[config.mk]
export PLATFORM = sky130hd
export DESIGN_NAME = demux2_reg
export DESIGN_NICKNAME = d
export VERILOG_FILES = /design/src/rtl/demux2_reg.sv
export SDC_FILE = /design/constraint.sdc
export NUM_CORES = 1
export LEC_CHECK = 0
export BUFFER_PORTS_ARGS = -buffer_cell sky130_fd_sc_hd__buf_2
export CAP_MARGIN = 0
export CORE_MARGIN = 5
export CORE_UTILIZATION = 25
export DETAILED_ROUTE_END_ITERATION = 8
export PLACE_DENSITY = 0.49
export SKIP_CTS_REPAIR_TIMING = 1
export SLEW_MARGIN = 40
export SYNTH_ARGS = -nofsm -noshare
export SYNTH_HDL_FRONTEND = slang
export SYNTH_SLANG_ARGS = --single-unit
[constraint.sdc]
create_clock -name clk -period 5 [get_ports clk]
set_input_delay 1 -clock clk [delete_from_list [all_inputs] [get_ports clk]]
set_output_delay 1 -clock clk [all_outputs]
set_load 0.01 [all_outputs]
[src/rtl/demux2_reg.sv]
// demux2_reg
//   Registered 1-to-2 demultiplexer. A single source stream is steered to one
//   of two sinks, each behind a one-entry holding register with valid/ready.
//   A burst lock keeps every beat of a multi-beat burst on the channel picked
//   by the first beat. Per-channel counters tally beats delivered to sinks.
//
// Ports
//   clk, rst_n                    clock, synchronous active-low reset
//   demux2_valid/ready/data/      source handshake, data, destination select
//   sel/last                      (sel sampled only in IDLE) and last flag
//   demux2_out{0,1}_valid/ready/  per-channel sink handshake, data, last flag
//   data/last
//   demux2_cnt{0,1}               16-bit wrapping count of delivered beats
module demux2_reg #(
  parameter int d_width   = 12,
  parameter int sel_width = 1
) (
  input  logic                 clk,
  input  logic                 rst_n,
  input  logic                 demux2_valid,
  output logic                 demux2_ready,
  input  logic [d_width-1:0]   demux2_data,
  input  logic [sel_width-1:0] demux2_sel,
  input  logic                 demux2_last,
  output logic                 demux2_out0_valid,
  input  logic                 demux2_out0_ready,
  output logic [d_width-1:0]   demux2_out0_data,
  output logic                 demux2_out0_last,
  output logic                 demux2_out1_valid,
  input  logic                 demux2_out1_ready,
  output logic [d_width-1:0]   demux2_out1_data,
  output logic                 demux2_out1_last,
  output logic [15:0]          demux2_cnt0,
  output logic [15:0]          demux2_cnt1
);

  typedef enum logic [1:0] {
    IDLE  = 2'd0,
    LOCK0 = 2'd1,
    LOCK1 = 2'd2
  } state_t;

  state_t state, state_nxt;

  logic route;
  logic route_valid;
  logic route_ready;
  logic accept;
  logic load0, load1;
  logic drain0, drain1;

  always_comb begin
    route = 1'b0;
    case (state)
      IDLE:    route = demux2_sel[0];
      LOCK0:   route = 1'b0;
      LOCK1:   route = 1'b1;
      default: route = 1'b0;
    endcase
  end

  assign route_valid = route ? demux2_out1_valid : demux2_out0_valid;
  assign route_ready = route ? demux2_out1_ready : demux2_out0_ready;

  // Ready never depends on demux2_valid; during reset it reads 1 but the
  // accept term below is gated so nothing is captured.
  assign demux2_ready = !rst_n || !route_valid || route_ready;

  assign accept = rst_n && demux2_valid && demux2_ready;
  assign load0  = accept && !route;
  assign load1  = accept &&  route;
  assign drain0 = demux2_out0_valid && demux2_out0_ready;
  assign drain1 = demux2_out1_valid && demux2_out1_ready;

  always_comb begin
    state_nxt = state;
    if (accept) begin
      case (state)
        IDLE: begin
          if (!demux2_last) state_nxt = demux2_sel[0] ? LOCK1 : LOCK0;
        end
        LOCK0, LOCK1: begin
          if (demux2_last) state_nxt = IDLE;
        end
        default: state_nxt = IDLE;
      endcase
    end
  end

  always_ff @(posedge clk) begin
    if (!rst_n) begin
      state             <= IDLE;
      demux2_out0_valid <= 1'b0;
      demux2_out0_data  <= '0;
      demux2_out0_last  <= 1'b0;
      demux2_out1_valid <= 1'b0;
      demux2_out1_data  <= '0;
      demux2_out1_last  <= 1'b0;
      demux2_cnt0       <= '0;
      demux2_cnt1       <= '0;
    end else begin
      state <= state_nxt;

      // A refill takes priority over a drain so valid stays high on
      // simultaneous drain and load.
      if (load0) begin
        demux2_out0_valid <= 1'b1;
        demux2_out0_data  <= demux2_data;
        demux2_out0_last  <= demux2_last;
      end else if (drain0) begin
        demux2_out0_valid <= 1'b0;
      end

      if (load1) begin
        demux2_out1_valid <= 1'b1;
        demux2_out1_data  <= demux2_data;
        demux2_out1_last  <= demux2_last;
      end else if (drain1) begin
        demux2_out1_valid <= 1'b0;
      end

      if (drain0) demux2_cnt0 <= demux2_cnt0 + 16'd1;
      if (drain1) demux2_cnt1 <= demux2_cnt1 + 16'd1;
    end
  end

endmodule

==> results.py <==
metrics = {
    "grt": {
        "overflow": 0,
        "grt_use_total_pct": 10.2,
        "grt_pass1_vias": 2154,
        "grt_pass1_wl_um": 10400,
        "grt_antenna_before_repair": 0,
        "grt_max_degree": 60,
    },
    "yosys": {
        "yosysUniqueCellTypes": 31,
        "ys_seq_elements": 62,
        "syn_inst": 275,
        "synth_top_area_share_pct": 48.9,
        "yosysWarnings": 0,
        "yosys.area.top_type": "dfxtp_1",
        "synth.yosys.seq_area_share_pct": 48.9,
        "synth_area_um2": 2540,
        "synth_nets": 298,
        "avgSynthCellArea_um2": 9.23,
        "yosys-top-cells-area": "dfxtp_1 49%, mux2i_1 12%, nor2_1 7.2%",
    },
    "sta": {
        "worst_pin_slew_ns": 0.720,
        "finalHoldViolations": 0,
        "skew_ns": 0.00662,
        "tns_ns": 0,
        "setup_violations": 0,
        "finalCritPeriodShare_pct": 58.5,
        "period_minus_slack_ns": 2.92,
        "hold_slack_ns": 0.472,
        "relSlewSlack_pct": 51.9,
        "rsz0062_at_grt": "no",
        "slew_viol_final": 0,
        "clock.fmax_mhz": 342,
    },
    "floorplan": {
        "die_w_um": 111,
        "start_util_pct": 25.8,
        "rows": 36,
        "die_h_um": 111,
        "coreArea_um2": 9820,
        "die_area_um2": 12300,
        "io_pins": 80,
    },
    "clock_network": {
        "cts_sinks": 62,
        "clockBufferDepth": 2,
        "clkSlewWorstSetupHoldPaths_ns": 0.07,
        "cts_tree": "yes",
        "clock_latency_ns": 0.34,
        "cts_inserted_buffers": 9,
        "cts-root-buf": "clkbuf_8",
        "htree_levels": 3,
    },
    "setup_path": {
        "cp_common_cell": "buf_2",
        "worstPathArrival_ns": 1.92,
        "crit_buf_inv": 2,
        "critPathTopFamily": "compound AO/OA/AOI/OAI gates",
        "critPathMaxStageDelay_ns": 0.29,
        "path_cells": "buf_2 -> a21oi_1 -> mux2i_1 -> nand2_1 -> buf_2",
        "worstSetupPathType": "primary input to output port",
        "r2r_end": "state[0]",
        "timing.rr.start": "state[0]",
        "reg2reg_depth": 6,
        "cp_max_fo": 3,
        "cpMaxStageDelayCell": "a21oi_1",
        "startpoint_type": "primary input",
        "endpoint_kind": "output port",
        "r2r_setup_slack_ns": 2.91,
        "worstPathRequired_ns": 4.00,
    },
    "cells_and_area": {
        "final_common_cell": "buf_2",
        "utilization_pct": 33.6,
        "antennaDiodeCount": 0,
        "syn2layout_area_growth_pct": 30.0,
        "drive_gt1_share_pct": 28.5,
        "multi_input_area_um2": 1230,
        "final_cell_mix": "79 x buf_2, 62 x dfxtp_1, 49 x nor2_1",
        "fillers": 1077,
        "ff_latch_area_um2": 1240,
        "nets": 380,
        "fin_cells": 495,
    },
    "run": {
        "drv_cap": 0,
    },
    "outcome": {
        "status": "finished, final reports clean",
    },
    "detailed_routing": {
        "wl_per_cell_um": 12.4,
        "route.detailed.drc": 0,
        "viasPerCell": 4.43,
        "drtIter0Drc": 87,
        "drt-pass1-iter-count": 4,
        "postRouteAntennaNets": 0,
        "wirelength_um": 6160,
        "num_vias": 2193,
    },
    "placement": {
        "port_buffers": 79,
        "place_congestion": 0.733,
        "detailed_place_hpwl_um": 4420,
        "dp.cells": 479,
    },
    "worst_hold_path": {
        "holdCritStartpoint": "state[0]",
        "hold_path_depth": 2,
        "worstHoldEndpoint": "state[0]",
        "hp-class": "flip-flop to flip-flop",
    },
    "power": {
        "power_leakage_nw": 1.44,
        "ir_drop_v": 0.000133,
        "power.density_nw_per_um2": 330,
    },
}
[worst min-delay path, delay by kind of cell, from the launching register on]
family | cells | cell delay (ns)
and+or+nand+nor | 1 | 0.05
DFF | 1 | 0.32
muxes | 1 | 0.05
[kinds of logic (layout without fill, tap and decap cells)]
kind of cell               count (synthesis)  after routing  synth area share [%]
AOI/OAI and AO/OA                         23             23                  4.98
xor gates and xnor gates                  20             20                  6.90
adders and majority gates                  4              4                  1.97
buffers and inverters                     16            103                  2.51
DFF                                       62             62                  48.9
muxes                                     30             30                  11.8
and+or+nand+nor                          120            120                  22.9
[layout make-up]
| cell class | instances | share of cell area, % |
|---|---|---|
| multi-input combinational | 197 | 37.4 |
| clock buffer | 9 | 3.76 |
| clock inverter | 7 | 2.96 |
| tap | 133 | 5.05 |
| sequential | 62 | 37.6 |
| inverter | 6 | 0.759 |
| timing repair buffer | 81 | 12.4 |
[worst max-delay path by stage]
stage,start,endpoint,cells past startpoint
after CTS,demux2_sel,demux2_ready,5
after global placement,demux2_sel,demux2_ready,5
after detailed placement,demux2_sel,demux2_ready,5
after global routing,demux2_sel,demux2_ready,5
final,demux2_sel,demux2_ready,5
after floorplan,demux2_sel,demux2_ready,3
[power breakdown]
group | switching (W) | total (W) | internal [W]
Combinational | 0.0000452 | 0.0000792 | 0.0000340
Sequential | 0.00000807 | 0.000514 | 0.000506
Clock | 0.000211 | 0.000493 | 0.000282
[Yosys cell counts (all sizes together)]
cell type / n
dfxtp: 62
nor2: 49
mux2i: 30
nand2: 21
a21oi: 13
nand3: 10
xnor2: 10
xor2: 10
nand4: 9
nor3: 7
clkbuf: 6
inv: 6
o21ai: 6
or3: 6
or4: 6
buf: 4
ha: 4
nand2b: 4
o31ai: 3
and4: 2
nor2b: 2
nor4: 2
a2111oi: 1
and2: 1
and3: 1
[state kept, by name (all words and copies together) (netlist names)]
name,flops
demux2_cnt0,16
demux2_out1_valid,1
demux2_out1_last,1
demux2_out0_data,12
demux2_out0_valid,1
state,2
demux2_cnt1,16
demux2_out1_data,12
demux2_out0_last,1
[metrics by stage]
stage	setup WS [ns]	power (W)	instance area, um^2
floorplan	2.40	0.000574	2540
global placement	2.14	0.000605	3070
detailed placement	2.08	0.000607	3080
CTS	2.08	0.00111	3300
global route	2.02	0.00114	3300
finish	2.08	0.00109	3300
[metal layers]
| layer | vias up | part of all wire, % | track usage [%] | routed length [um] |
|---|---|---|---|---|
| met2 | 58 | 44 | 16.1 | 2720 |
| li1 | 1118 | - | - | - |
| met1 | 1012 | 46 | 11.6 | 2800 |
| met5 | - | 0 | 0 | 0 |
| met3 | 5 | 9.2 | 5.90 | 568 |
| met4 | 0 | 1.0 | 2.96 | 62 |
No activity file was read; power rests on OpenSTA's default activity.
